===== src/rtl/button_mode_ctrl.sv =====
// Debounced 2-bit mode register: synchronizes {Q2,Q1}, commits a code after STABLE_CYCLES stable samples.
// Commit lands STABLE_CYCLES+2 edges after an input change; no backpressure, all outputs registered.
module button_mode_ctrl #(
    parameter int unsigned STABLE_CYCLES  = 8,
    parameter int unsigned TIMEOUT_CYCLES = 1000
) (
    input  logic       clk,
    input  logic       reset,
    input  logic       Q1,
    input  logic       Q2,
    output logic [1:0] mode,
    output logic [1:0] mode_prev,
    output logic       mode_changed,
    output logic       idle,
    output logic [7:0] change_count
);

    typedef enum logic {ST_IDLE, ST_SETTLE} state_t;

    localparam logic [8:0]  STABLE_W  = 9'(STABLE_CYCLES);
    localparam logic [16:0] TIMEOUT_W = 17'(TIMEOUT_CYCLES);

    state_t      state_q, state_d;
    logic [1:0]  sync1_q, sync1_d;
    logic [1:0]  sync2_q, sync2_d;
    logic [1:0]  cand_q, cand_d;
    logic [7:0]  cnt_q, cnt_d;
    logic [15:0] idle_cnt_q, idle_cnt_d;
    logic [1:0]  mode_q, mode_d;
    logic [1:0]  mode_prev_q, mode_prev_d;
    logic        mode_changed_q, mode_changed_d;
    logic        idle_q, idle_d;
    logic [7:0]  change_count_q, change_count_d;
    logic        commit;
    logic [8:0]  cnt_inc;

    always_comb begin
        sync1_d        = {Q2, Q1};
        sync2_d        = sync1_q;
        state_d        = state_q;
        cand_d         = cand_q;
        cnt_d          = cnt_q;
        commit         = 1'b0;
        cnt_inc        = {1'b0, cnt_q} + 9'd1;

        case (state_q)
            ST_IDLE: begin
                if (sync2_q != mode_q) begin
                    state_d = ST_SETTLE;
                    cand_d  = sync2_q;
                    cnt_d   = 8'd1;
                end
            end
            ST_SETTLE: begin
                if (sync2_q == cand_q) begin
                    if (cnt_inc >= STABLE_W) begin
                        commit  = 1'b1;
                        state_d = ST_IDLE;
                        cnt_d   = 8'd0;
                    end else begin
                        cnt_d = cnt_q + 8'd1;
                    end
                end else if (sync2_q == mode_q) begin
                    // Input bounced back to the committed code: drop the candidate silently.
                    state_d = ST_IDLE;
                    cnt_d   = 8'd0;
                end else begin
                    cand_d = sync2_q;
                    cnt_d  = 8'd1;
                end
            end
            default: state_d = ST_IDLE;
        endcase

        mode_d         = commit ? cand_q : mode_q;
        mode_prev_d    = commit ? mode_q : mode_prev_q;
        mode_changed_d = commit;
        change_count_d = (commit && change_count_q != 8'hFF) ? change_count_q + 8'd1 : change_count_q;

        if (commit)
            idle_cnt_d = 16'd0;
        else if (idle_cnt_q != 16'hFFFF)
            idle_cnt_d = idle_cnt_q + 16'd1;
        else
            idle_cnt_d = idle_cnt_q;
        // Compare against the next count so idle tracks idle_cnt in the same cycle.
        idle_d = ({1'b0, idle_cnt_d} >= TIMEOUT_W);
    end

    always_ff @(posedge clk) begin
        if (!reset) begin
            state_q        <= ST_IDLE;
            sync1_q        <= 2'd0;
            sync2_q        <= 2'd0;
            cand_q         <= 2'd0;
            cnt_q          <= 8'd0;
            idle_cnt_q     <= 16'd0;
            mode_q         <= 2'd0;
            mode_prev_q    <= 2'd0;
            mode_changed_q <= 1'b0;
            idle_q         <= 1'b0;
            change_count_q <= 8'd0;
        end else begin
            state_q        <= state_d;
            sync1_q        <= sync1_d;
            sync2_q        <= sync2_d;
            cand_q         <= cand_d;
            cnt_q          <= cnt_d;
            idle_cnt_q     <= idle_cnt_d;
            mode_q         <= mode_d;
            mode_prev_q    <= mode_prev_d;
            mode_changed_q <= mode_changed_d;
            idle_q         <= idle_d;
            change_count_q <= change_count_d;
        end
    end

    assign mode         = mode_q;
    assign mode_prev    = mode_prev_q;
    assign mode_changed = mode_changed_q;
    assign idle         = idle_q;
    assign change_count = change_count_q;

endmodule

===== config.mk =====
export PLATFORM = sky130hd
export DESIGN_NAME = button_mode_ctrl
export DESIGN_NICKNAME = d
export VERILOG_FILES = /design/src/rtl/button_mode_ctrl.sv
export SDC_FILE = /design/constraint.sdc
export NUM_CORES = 1
export LEC_CHECK = 0
export CORE_UTILIZATION = 35
export DETAILED_ROUTE_END_ITERATION = 10
export HOLD_SLACK_MARGIN = 0.12
export SYNTH_ARGS = -nofsm -noshare
export SYNTH_HDL_FRONTEND = slang
export SYNTH_SLANG_ARGS = --single-unit

===== constraint.sdc =====
create_clock -name clk -period 2.93 [get_ports clk]
set_clock_uncertainty 0.05 [all_clocks]
set_input_delay 0.293 -clock clk [delete_from_list [all_inputs] [get_ports clk]]
set_output_delay 0.293 -clock clk [all_outputs]
set_load 0.02 [all_outputs]

Yosys cells after proc, flatten, opt, wreduce, memory -nomap -nowiden
Index checks and enable logic that the tools add are counted.
- register bits: 45
- order comparisons: 2
- bitwise logic cells: 1
- add/sub/neg operators: 4
- multiplexer cells: 19
- equality and inequality tests: 8
- reductions and logical operators: 2
- operator list (operator ; count):
    $mux 16 ; 2
    $mux 8 ; 3
    $add 16x1->16 const B ; 1
    $add 8x1->8 const B ; 2
    $ge 16x10->1 const B ; 1
    $ne 16x16->1 const B ; 1
    $pmux 8 s2 ; 1
    $add 8x1->9 const B ; 1
    $ge 9x4->1 const B ; 1
    $mux 1 ; 8
    $ne 8x8->1 const B ; 1
    $mux 2 ; 3
    $ne 2x2->1 const B ; 3
    $eq 2x2->1 ; 2
    $pmux 2 s2 ; 1
    $reduce_and 3->1 ; 1
    $ne 2x2->1 ; 1
    $pmux 1 s2 ; 1
    $logic_and 1x1->1 ; 1
    $not 1->1 ; 1

Depth between registers and ports, before layout
Gate-level depths: netlist of run 1.
- word-level depth: 7
- gate-level depth with buffers: 10

Worst setup path after synthesis of run 1
Ideal clock, no wire load.
- path kind: register to register
- start point: reg idle_cnt_q[0]
- end point: reg idle_cnt_q[1]
- period minus slack after synthesis: 2.088 ns
- stages on the path, launching flop included: 10
- required time: 2.750 ns
- setup slack: 0.842 ns
- arrival: 1.908 ns
- path buffers: 3
- library setup time: 0.130 ns
- cells stage by stage: dfxtp_1 -> ha_1 -> buf_2 -> nand3_1 -> or4_4 -> buf_6 -> or2_1 -> buf_6 -> mux2i_1 -> nor2_1
- longest elaborated chain between the ends: 3
- elaborated cells on any way between the ends: 4
- RTL lines (item ; RTL line ; RTL):
    from (decl) ; 28 ; logic [15:0] idle_cnt_q, idle_cnt_d;
    from (signal assigned) ; 109 ; idle_cnt_q <= idle_cnt_d;
    $add 16x1->16 or $ne 16x16->1 (tied branches) ; 83, 82 ;
    $mux 16 (*) ; 82 ; else if (idle_cnt_q != 16'hFFFF)
    $mux 16 (*) ; 80 ; if (commit)
Every way passes the cells marked *; elsewhere a longest branch is shown, timed or not.
A chain may end at the register's enable or synchronous reset.

Final worst setup path of run 1
- start point: reg idle_cnt_q[0]
- end point: reg idle_q (netlist: idle)
- longest elaborated chain between the ends: 4
- elaborated cells on any way between the ends: 5
- RTL lines (item ; RTL line ; RTL):
    $add 16x1->16 or $ne 16x16->1 (tied branches) ; 83, 82 ;
    $mux 16 (*) ; 82 ;
    $mux 16 (*) ; 80 ;
    $ge 16x10->1 (*) ; 87 ; idle_d = ({1'b0, idle_cnt_d} >= TIMEOUT_W);
    to (signal assigned) ; 113 ; idle_q <= idle_d;
    to (decl) ; 32 ; logic idle_q, idle_d;
Marked as above.

==> results of run 1 <==
## area by class of cell
type                    count  share of cell area
clock buffers               6              0.0310
repair buffers             19              0.0791
well taps                  72              0.0385
inverters                   4             0.00642
flip-flops and latches     45               0.385
multi-input cells         168               0.453
clock inverters             2             0.00642
## cells in the mapped netlist, types with 2 or more instances
master / count
a21oi_1: 8
a31oi_1: 4
and2_1: 4
and3_1: 7
and4_1: 2
buf_2: 3
buf_4: 2
buf_6: 2
clkbuf_1: 3
dfxtp_1: 45
ha_1: 4
inv_1: 3
mux2i_1: 9
nand2_1: 11
nand3_1: 16
nand4_1: 6
nor2_1: 30
nor2_2: 2
nor2b_1: 5
nor3_1: 6
nor4_1: 5
nor4b_1: 3
o21ai_0: 5
o21ai_1: 2
o22ai_1: 2
xnor2_1: 14
xor2_1: 6
## cell usage in the layout (no fill, tap or decap), types with 5 or more instances in the layout
cell and n:
a21oi_1 8, and3_1 7, clkbuf_8 5, clkdlybuf4s50_1 17
dfxtp_1 45, mux2i_1 9, nand2_1 11, nand3_1 16
nand4_1 6, nor2_1 30, nor2b_1 5, nor3_1 6
nor4_1 5, o21ai_0 5, xnor2_1 14, xor2_1 6
## power by group
part,internal [W],switching [W],total [W]
registers,0.000621,0.0000113,0.000632
clock network,0.000168,0.000210,0.000378
logic,0.0000178,0.0000250,0.0000428
## sequential cells by signal, indices dropped and copies added (netlist names)
signal        flops
idle_cnt_q       16
change_count      8
cnt_q             8
cand_q            2
mode              2
mode_prev         2
sync1_q           2
sync2_q           2
idle              1
mode_changed      1
state_q           1
## routing by layer
layer	routed length, µm	share of wire	vias to the layer above	global-route usage
met5	0	0	-	0
met4	35	0.0094	0	0.0444
met3	149	0.040	5	0.0360
met2	1580	0.43	28	0.216
met1	1950	0.52	733	0.175
li1	-	-	831	-
## path summary, 6_finish.rpt
check,end,cells past startpoint
max,idle$_SDFF_PN0_,7
min,sync2_q[0]$_SDFF_PN0_,1
max reg2reg,idle$_SDFF_PN0_,7
min reg2reg,sync2_q[0]$_SDFF_PN0_,1
## per-stage QoR
stage / utilization / setup slack, ns / total power [W]
final: 0.420 / 0.593 / 0.00105
after CTS: 0.420 / 0.584 / 0.00107
after global routing: 0.420 / 0.394 / 0.00110
after global placement: 0.404 / 0.659 / 0.000689
after floorplan: - / 0.842 / 0.000676
after detailed placement: 0.404 / 0.612 / 0.000690
## kinds of logic (layout without fill, tap and decap cells)
group,Yosys count,after routing,share of synthesized area
xor gates and xnor gates,20,20,0.0858
AOI/OAI and AO/OA,29,29,0.0889
DFF,45,45,0.441
buffers and inverters,14,31,0.0386
muxes,9,9,0.0441
and+or+nand+nor,106,106,0.277
adders and majority gates,4,4,0.0245
## critical path, cell delays in order (launching register included)
cell	delay, ns
dfxtp_1	0.44
ha_1	0.37
nand3_1	0.14
or4_4	0.56
nand3_1	0.12
xor2_1	0.10
nor4b_1	0.34
o2bb2ai_1	0.15
==> summary.txt, run 1 <==
Timing
  • RSZ-0062 raised after global routing: false
  • Hold Fails Final Rpt: 0
  • Max-slew headroom: 0.665
  • Achievable Freq: 428 MHz
  • Crit share post-route: 0.798
  • Slew @ Worst Pin: 0.500 ns
  • TNS Setup: 0 ns
  • Setup violators final: 0
  • Minimum clock period: 2.34 ns
  • Worst Hold Slack: 0.389 ns
  • Final max-slew violation count: 0

Critical path
  • Crit path max fanout: 8
  • RR Startpoint: idle_cnt_q[0]$_SDFF_PN0_
  • Crit end category: flip-flop
  • Critical path data required time: 3.11 ns
  • FF-to-FF setup slack: 0.59 ns
  • Startpoint types: flip-flop
  • Critical path class: flip-flop to flip-flop
  • Arrival time at the worst endpoint: 2.51 ns
  • CP Launch Point: idle_cnt_q[0]$_SDFF_PN0_

Drt
  • Vias/cell: 5.05
  • Antenna viol nets, final: 0
  • Post-Route WL: 3.72 mm
  • Via count: 1597
  • WL per Instance: 11.8 µm
  • DRT iter0 DRCs: 113
  • DRC: 0
  • Drt pass-1 iters: 4

CTS
  • CTS Buf Count: 5
  • # hold bufs at CTS: 0
  • CTS Sinks: 45
  • CTS tree: yes
  • Post-cts resize count: 0
  • Worst-Skew Late Latency: 0.30 ns
  • Postcts setup bufs: 0
  • CTS H-tree depth: 2
  • Clock slew at reported path FFs: 0.09 ns
  • Clk root buf: clkbuf_8
  • Worst-case clock buffer depth: 2

Cells and area
  • Number of diodes: 0
  • Fill cells: 580
  • Post-route cell area: 2340 µm²
  • Area Overhead vs Synth: 14.7%
  • Final net count: 251
  • Fin cells: 316
  • Multi-input gate area: 1060 µm²
  • Flip-flop and latch area: 901 µm²
  • Share of post-route cells with drive strength above 1: 0.0656

Global route
  • Total gr overflow: 0
  • First-pass GRT wire length: 6.60 mm
  • Total Routing Usage GR: 0.135
  • Largest net degree at the start of global routing: 19
  • Vias in the first global route: 1508
  • Antenna violations before repair: 0

Hold path
  • Hold Startpoint: sync1_q[0]$_SDFF_PN0_
  • Worst hold-check path type: flip-flop to flip-flop

Yosys
  • Post-synth top area cell: dfxtp_1
  • Post-synth EDFFs: 0
  • Syn_area_per_cell: 8.99 µm²
  • Ys Warns: 0
  • Post-synthesis sequential area ratio: 0.441
  • Unique masters post-synth: 45
  • Async set-reset flop share out of synthesis: 0
  • Net Count, Synth: 235
  • Count of state elements after synthesis: 45
  • Top post-synthesis cells by area: dfxtp_1 (44%), xnor2_1 (6.0%), nor2_1 (5.5%)
  • Yosys top cell area share: 0.441
  • Post-Syn Instances: 227
  • Top FF cell, synth: dfxtp_1
  • Mapped Area: 2040 µm²

Placed design
  • Placed cell areas: 2250 µm²
  • Gpl congestion: 0.770
  • Detailed Place HPWL: 2.59 mm
  • Inst Count DP: 308
  • Port bufs: 17

Floorplan
  • Die width: 78.4 µm
  • DIE AREA: 6140 µm²
  • Die height: 78.4 µm
  • Initial Util: 0.366
  • Core Area: 5570 µm²
  • Row Count: 27
  • Ports: 18

Run
  • Max cap viols: 0

Power
  • Static Leak: 0.849 nW
  • Pwr dens: 450 nW/µm²
  • Max VDD drop: 0.331 mV

Outcome
  • Run status: complete, no violations
Note: power is estimated with default switching activity, not from simulation.
==> run 2: changes to the inputs <==
==> constraint.sdc (replaced) <==
create_clock -name clk -period 2.2 [get_ports clk]
set_clock_uncertainty 0.05 [all_clocks]
set_input_delay 0.22 -clock clk [delete_from_list [all_inputs] [get_ports clk]]
set_output_delay 0.22 -clock clk [all_outputs]
set_load 0.02 [all_outputs]
==> run 2 against run 1 <==
Against the previous run: combinational power increased by 74%; die area stayed put; sequential power grew 32%; final area is 5.5% higher; clock power rose by 69%; global-route usage is 0.57 points higher; utilization rose by 2.3 points; register-to-register slack got worse by 0.42 ns; power grew 47%; flip-flop and latch count unchanged; maximum frequency increased by 15%; via count is 3.3% higher; largest power group unchanged.
==> summary.txt, run 2 (same netlist as run 1, synthesis figures left out) <==
Critical path
  • Crit path buffers/inverters: 1 (+1)
  • Critical path's top delay family: simple AND/OR/NAND/NOR gates
  • Crit end category: flip-flop
  • Slowest stage cell, crit path: dfxtp_1
  • CP peak stage delay: 0.36 ns (-0.20 ns)
  • Crit path max fanout: 15 (+7)
  • Startpoint types: flip-flop
  • Critical path class: flip-flop to flip-flop
  • RR Startpoint: cnt_q[1]$_SDFFE_PN0P_
  • FF-to-FF setup slack: 0.17 ns (-0.42 ns)
  • R2R depth: 8 (+1)
  • Arrival time at the worst endpoint: 2.21 ns (-0.30 ns)
  • Critical path data required time: 2.38 ns (-0.73 ns)
  • Worst path cell trace: ha_1 > nor2b_1 > a41oi_2 > o21bai_1 > buf_6 > nand2_1 > nor4b_1 > o2bb2ai_1
  • Worst flop-to-flop path endpoint: idle$_SDFF_PN0_

Timing
  • Final max-slew violation count: 0 (unchanged)
  • Minimum clock period: 2.03 ns (-0.310 ns)
  • Achievable Freq: 493 MHz (+15%)
  • Crit share post-route: 0.921 (+0.124)
  • Setup violators final: 0 (unchanged)
  • Hold Fails Final Rpt: 0 (unchanged)
  • TNS Setup: 0 ns (unchanged)
  • Max-slew headroom: 0.653 (-0.0114)
  • Final worst slack: 0.173 ns (-0.420 ns)
  • RSZ-0062 raised after global routing: false
  • Slew @ Worst Pin: 0.518 ns (+0.0183 ns)

CTS
  • Worst-case clock buffer depth: 2 (unchanged)
  • CTS H-tree depth: 2 (unchanged)
  • Clk root buf: clkbuf_8
  • Clock slew at reported path FFs: 0.08 ns (about the same)
  • CTS tree: yes
  • CTS Buf Count: 5 (unchanged)
  • Postcts setup bufs: 0 (unchanged)
  • CTS Sinks: 45 (unchanged)
  • Worst-Skew Late Latency: 0.30 ns (about the same)

Floorplan
  • Core Area: 5570 µm² (unchanged)
  • Initial Util: 0.366 (unchanged)
  • DIE AREA: 6140 µm² (unchanged)
  • Die width: 78.4 µm (unchanged)
  • Row Count: 27 (unchanged)
  • Die height: 78.4 µm (unchanged)
  • Ports: 18 (unchanged)

Drt
  • Via count: 1649 (+3.3%)
  • WL per Instance: 12.0 µm (+1.6%)
  • Vias/cell: 5.07 (+0.40%)
  • DRT iter0 DRCs: 115 (+1.8%)
  • DRC: 0 (unchanged)
  • Drt pass-1 iters: 4 (unchanged)
  • Antenna viol nets, final: 0 (unchanged)
  • Post-Route WL: 3.89 mm (+4.5%)

Power
  • Tot Pwr: 0.00155 W (+47%)
  • Static Leak: 0.924 nW (+8.9%)
  • Max VDD drop: 0.369 mV (+11%)
  • Pwr dens: 628 nW/µm² (+40%)

Cells and area
  • Biggest register: idle_cnt_q
  • Area Overhead vs Synth: 20.9%
  • Final net count: 260 (+3.6%)
  • Core Util, Final: 0.443 (+0.0229)
  • Number of diodes: 0 (unchanged)
  • Share of post-route cells with drive strength above 1: 0.123 (+0.0570)
  • Fill cells: 569 (-1.9%)
  • Max FFs per register: 16 (unchanged)
  • Most frequent cells in the layout: dfxtp_1 (43), nor2_1 (30), clkdlybuf4s50_1 (17), nand3_1 (16), xnor2_1 (14)
  • Most common cell after layout, fill and taps aside: dfxtp_1

Placed design
  • Gpl congestion: 0.839 (+9.0%)
  • Detailed Place HPWL: 2.64 mm (+2.0%)
  • Port bufs: 17 (unchanged)
  • DP Worst Slack: 0.0793 ns (-0.533 ns)

Hold path
  • Hold Startpoint: sync1_q[1]$_SDFF_PN0_
  • Hold Crit Depth: 1 (unchanged)
  • Worst hold-check path type: flip-flop to flip-flop
  • Worst hold path endpoint: sync2_q[1]$_SDFF_PN0_

Global route
  • Antenna violations before repair: 0 (unchanged)
  • Largest net degree at the start of global routing: 19 (unchanged)
  • First-pass GRT wire length: 6.86 mm (+3.9%)
  • Total gr overflow: 0 (unchanged)
  • Vias in the first global route: 1519 (+0.73%)
  • Total Routing Usage GR: 0.141 (+0.00572)

Run
  • Max cap viols: 0 (unchanged)

Outcome
  • Run status: complete, no violations
==> run 2: final cells by class <==
| cell class | count | area (µm²) | area share |
|---|---|---|---|
| Multi-Input combinational cell | 168 | 1090 | 0.440 |
| Sequential cell | 45 | 903 | 0.366 |
| Inverter | 4 | 15.0 | 0.00609 |
| Clock inverter | 1 | 30.0 | 0.0122 |
| Timing Repair Buffer | 28 | 256 | 0.104 |
| Clock buffer | 7 | 86.3 | 0.0350 |
| Tap cell | 72 | 90.1 | 0.0365 |
==> run 2: worst max-delay path by stage <==
stage / startpoint / end / cells past startpoint
global route: idle_cnt_q[0]$_SDFF_PN0_ / idle$_SDFF_PN0_ / 7
floorplan: idle_cnt_q[0]$_SDFF_PN0_ / idle_cnt_q[1]$_SDFF_PN0_ / 9
global placement: idle_cnt_q[7]$_SDFF_PN0_ / idle$_SDFF_PN0_ / 6
finish: cnt_q[1]$_SDFFE_PN0P_ / idle$_SDFF_PN0_ / 8
detailed placement: idle_cnt_q[7]$_SDFF_PN0_ / idle$_SDFF_PN0_ / 6
CTS: idle_cnt_q[7]$_SDFF_PN0_ / idle$_SDFF_PN0_ / 6
==> run 2: worst register-to-register path: stages (launching register included) <==
cell       delay, ns
dfxtp_1         0.36
ha_1            0.23
nor2b_1         0.17
a41oi_2         0.17
o21bai_1        0.19
buf_6           0.20
nand2_1         0.09
nor4b_1         0.35
o2bb2ai_1       0.15
==> run 2: routing by layer <==
| metal | track usage | wire (µm) | vias to the layer above |
|---|---|---|---|
| met3 | 0.0453 | 200 | 5 |
| met1 | 0.188 | 1890 | 762 |
| li1 | - | - | 848 |
| met4 | 0.0426 | 31 | 0 |
| met5 | 0 | 0 | - |
| met2 | 0.214 | 1770 | 34 |
==> run 2: timing repair <==
action,in CTS,in global routing
setup endpoints to repair,0,6
hold buffers,0,0
resized for setup,0,7
==> run 2: power breakdown <==
| group | leakage, nW | switching (W) | internal (W) |
|---|---|---|---|
| combinational | 0.500 | 0.0000416 | 0.0000327 |
| clock | 0.0585 | 0.000269 | 0.000370 |
| sequential | 0.365 | 0.00000984 | 0.000827 |
| total | 0.924 | 0.000321 | 0.00123 |
==> run 2: through the flow <==
| stage | instances | area, µm² | hold WS, ns |
|---|---|---|---|
| global placement | 317 | 2320 | 0.365 |
| CTS | 325 | 2440 | 0.389 |
| finish | 325 | 2470 | 0.387 |
| global route | 325 | 2470 | 0.398 |
| floorplan | 227 | 2040 | 0.297 |
| detailed placement | 317 | 2320 | 0.369 |
==> variant 1: new RTL, flow settings as in run 2 <==
Register the inputs `Q1` and `Q2` before use, with the module's reset. The logic sees them one clock later. Comments in the files are not updated.
--- a/src/rtl/button_mode_ctrl.sv
+++ b/src/rtl/button_mode_ctrl.sv
@@ -20,6 +20,19 @@
     localparam logic [8:0]  STABLE_W  = 9'(STABLE_CYCLES);
     localparam logic [16:0] TIMEOUT_W = 17'(TIMEOUT_CYCLES);
 
+    logic Q1_q;
+    logic Q2_q;
+
+    always_ff @(posedge clk) begin
+        if (!reset) begin
+            Q1_q <= '0;
+            Q2_q <= '0;
+        end else begin
+            Q1_q <= Q1;
+            Q2_q <= Q2;
+        end
+    end
+
     state_t      state_q, state_d;
     logic [1:0]  sync1_q, sync1_d;
     logic [1:0]  sync2_q, sync2_d;
@@ -35,7 +48,7 @@
     logic [8:0]  cnt_inc;
 
     always_comb begin
-        sync1_d        = {Q2, Q1};
+        sync1_d        = {Q2_q, Q1_q};
         sync2_d        = sync1_q;
         state_d        = state_q;
         cand_d         = cand_q;
Behaviour: same outputs for any inputs over 10 cycles, from zero or initial values and one cycle with reset low; that may be too few to reach the edited logic, so the function may still have changed.
==> variant 1 against run 2 <==
Clock power shrank 14%; design area is 14% higher; sequential power is 4.4% higher; critical path depth decreased by 2; area after synthesis is 15% higher; setup slack got worse by 7.7 ps; total power is 2.3% lower; sequential cell count increased by 2; routed wire length grew 35%.
==> variant 1: results (changes against run 2) <==
muxShareOfSynthArea_pct: 5.18  # was 4.41%
fillers: 639  # was 569
synth_commonest_cells: "dfxtp_1, nand3_1, nor2_1, a21oi_1, nand2_1"  # was dfxtp_1, nor2_1, nand3_1, xnor2_1, nand2_1
rr_worst_depth: 6  # was 8
p_comb_share_pct: 5.9  # was 4.8%
nNetsFinal: 312  # was 260
hpwl_um: 3770  # was 2640 um
dr.pass1.iters: 4  # unchanged
status: "complete, no violations"  # unchanged
hold_start: "Q2_q$_SDFF_PN0_"  # was sync1_q[1]$_SDFF_PN0_
hold_ws_ps: 388  # was 387 ps
drt-total-wl_um: 5270  # was 3890 um
first_iter_violations: 137  # was 115
yosys-top-cells-area: "dfxtp_1, mux2i_1, nand3_1"  # was dfxtp_1, xnor2_1, nor2_1
grtUsageTotal_pct: 16.4  # was 14.1%
internal-power_mw: 1.13  # was 1.23 mW
crit_start: "idle_cnt_q[5]$_SDFF_PN0_"  # was cnt_q[1]$_SDFFE_PN0P_
critPathMaxFanout: 5  # was 15
period_needed_ps: 2030  # about the same
vias: 2100  # was 1,649
postSynthAreaPerCell_sq_um: 8.42  # was 8.99 sq um
grt_max_degree: 18  # was 19
yosys.cell_types.count: 43  # was 45
grt_pass1_wl_um: 9360  # was 6860 um
drcViolationCount: 0  # unchanged
ir_drop_uv: 272  # was 369 uV
max_stage_delay_ps: 720  # was 360 ps
holdPathEnd: "sync1_q[1]$_SDFF_PN0_"  # was sync2_q[1]$_SDFF_PN0_
seq_area_frac_synth_pct: 40.2  # was 44.1%
drive_gt1_share_pct: 12.5  # was 12.3%
place_congestion: 0.860  # was 0.839
power_frac_seq_pct: 57.7  # was 54.0%
cp-endpoint: "idle_cnt_q[5]$_SDFF_PN0_"  # was idle$_SDFF_PN0_
cp.arrival_ps: 2200
first_global_vias: 1955  # was 1,519
synthAdderAreaFrac_pct: 2.14  # was 2.45%
place_inst: 374  # was 317
place_area_sq_um: 2700  # was 2320 sq um
synth_xor_area_share_pct: 3.74  # was 8.58%
vias_per_cell: 5.50  # was 5.07
synth_nets: 286  # was 235
power_density_nw_per_um2: 540  # was 628 nW/um^2
## variant 1: changes by cell type after synthesis, moves of 4 or more
cell,delta
nand4_1,+7
nand2_1,+4
or4_1,+4
o21ai_0,+6
and2_1,+5
a21oi_1,+8
and4_1,+4
xnor2_1,-8
nand3_1,+4
clkbuf_1,+11
nor2_1,-10
and3_1,+6
## variant 1: repair_timing
action / in CTS / in global routing
endpoints found under the hold margin: 0 / 0
gates resized for setup: 0 / 5
setup endpoints to repair: 0 / 5
## variant 1: final cells by class
cell class                 count  area [sq um]  share of cell area, %
sequential                    47           942                   33.6
multi-input combinational    205          1300                   46.5
timing repair buffer          39           348                   12.4
tap                           77          96.3                   3.43
clock buffer                   5          68.8                   2.45
inverter                       6          22.5                  0.803
clock inverter                 3          23.8                  0.847
## variant 1: routing by layer
layer / global-route usage, % / part of all wire, % / wire length (um)
met1: 23.1 / 52 / 2750
met2: 24.8 / 43 / 2260
met3: 3.36 / 3.5 / 182
met4: 5.55 / 1.5 / 77
met5: 0 / 0 / 0
==> variant 2: new RTL, flow settings as in run 2 <==
Made on the original files. The parameter `TIMEOUT_CYCLES` goes from 1000 to 500.
--- a/src/rtl/button_mode_ctrl.sv
+++ b/src/rtl/button_mode_ctrl.sv
@@ -2,7 +2,7 @@
 // Commit lands STABLE_CYCLES+2 edges after an input change; no backpressure, all outputs registered.
 module button_mode_ctrl #(
     parameter int unsigned STABLE_CYCLES  = 8,
-    parameter int unsigned TIMEOUT_CYCLES = 1000
+    parameter int unsigned TIMEOUT_CYCLES = 500
 ) (
     input  logic       clk,
     input  logic       reset,
Formal check against the unedited RTL: no difference found for any inputs over 10 cycles, from zero or initial values and one cycle with reset low; that may be too few to reach the edited logic, so the function may still have changed.
==> variant 2 against run 2 <==
Area after synthesis grew 5.4%; total power is 8.7% lower; setup slack better by 32 ps; sequential cell count did not move; routed wire length rose by 15%; global-route usage is 1.0 points higher; cell count is 9.2% higher; sequential share of layout area shrank 1.3 points; first-iteration DRC count shrank 34%; core utilization shrank 1.1 points; design area increased by 3.5%; critical path type unchanged.
==> variant 2: results (changes against run 2) <==
status: "complete, no violations"  # unchanged
inv_count: 6  # was 4
yosys-top-cells-area: "dfxtp_1, nor2_1, nand2_1"  # was dfxtp_1, xnor2_1, nor2_1
grtUsageTotal_pct: 15.1  # was 14.1%
multi_input_area_sq_um: 1160  # was 1090 sq um
wl_met1_um: 2210  # was 1890 um
grt_pass1_wl_um: 7560  # was 6860 um
nNetsFinal: 288  # was 260
first_iter_violations: 76  # was 115
p_leak_nw: 0.917  # was 0.924 nW
final-clk-cell-share_pct: 3.33  # was 4.72%
buffer_area_share_pct: 11.4  # was 10.4%
grt_max_degree: 18  # was 19
critPathMaxFanout: 10  # was 15
rr_worst_depth: 6  # was 8
hold_ws_ps: 390  # was 387 ps
multiInputCombCellCount: 189  # was 168
pre_cts_slack_ps: 194  # was 79.3 ps
seq_share_pct: 35.3  # was 36.6%
drt-total-wl_um: 4480  # was 3890 um
powerComb_mw: 0.0752  # was 0.0743 mW
power_frac_seq_pct: 59.5  # was 54.0%
gr-usage-met2_pct: 24.4  # was 21.4%
synth_nets: 261  # was 235
hpwl_um: 3190  # was 2640 um
min_period_over_period_pct: 90.7  # was 92.1%
yosys_warnings: 0  # unchanged
row_count: 28  # was 27
dr_wl_met2_um: 2040  # was 1770 um
r2r-start: "idle_cnt_q[0]$_SDFF_PN0_"  # was cnt_q[1]$_SDFFE_PN0P_
gr-usage-met3_pct: 3.86  # was 4.53%
use_met1_pct: 18.6  # was 18.8%
place_congestion: 0.789  # was 0.839
cp.arrival_ps: 2160  # was 2210 ps
vias_per_cell: 5.32  # was 5.07
cp-endpoint: "idle$_SDFF_PN0_"  # unchanged
fillers: 591  # was 569
rrSetupSlack_ps: 200  # was 170 ps
buffers: 33  # was 28
yosys.cell_types.count: 44  # was 45
seq_area_frac_synth_pct: 41.9  # was 44.1%
slew_headroom_pct: 60.5  # was 65.3%
[variant 2: metrics by stage]
| stage | std cells | cell area [sq um] | power [mW] | util (%) |
|---|---|---|---|---|
| after floorplan | 253 | 2150 | 0.907 | - |
| after global placement | 348 | 2470 | 0.937 | 41.7 |
| after detailed placement | 348 | 2470 | 0.937 | 41.7 |
| after CTS | 355 | 2550 | 1.44 | 43.1 |
| after global routing | 355 | 2550 | 1.48 | 43.1 |
| final | 355 | 2550 | 1.42 | 43.1 |
[variant 2: worst max-delay path: stages, from the launching register on]
cell and delay (ps):
dfxtp_1 440, ha_1 200, nand3_1 90, or4_1 720, nand4_1 180, o31ai_1 90, a41oi_1 160
[variant 2: cells by family after synthesis]
family	after synthesis	share of synthesized area, %
simple gates	118	29.1
flops	45	41.9
fa+ha+maj	4	2.33
compound gates	49	14.8
mux	7	3.26
xor+xnor	11	4.48
buf+inv	19	4.13
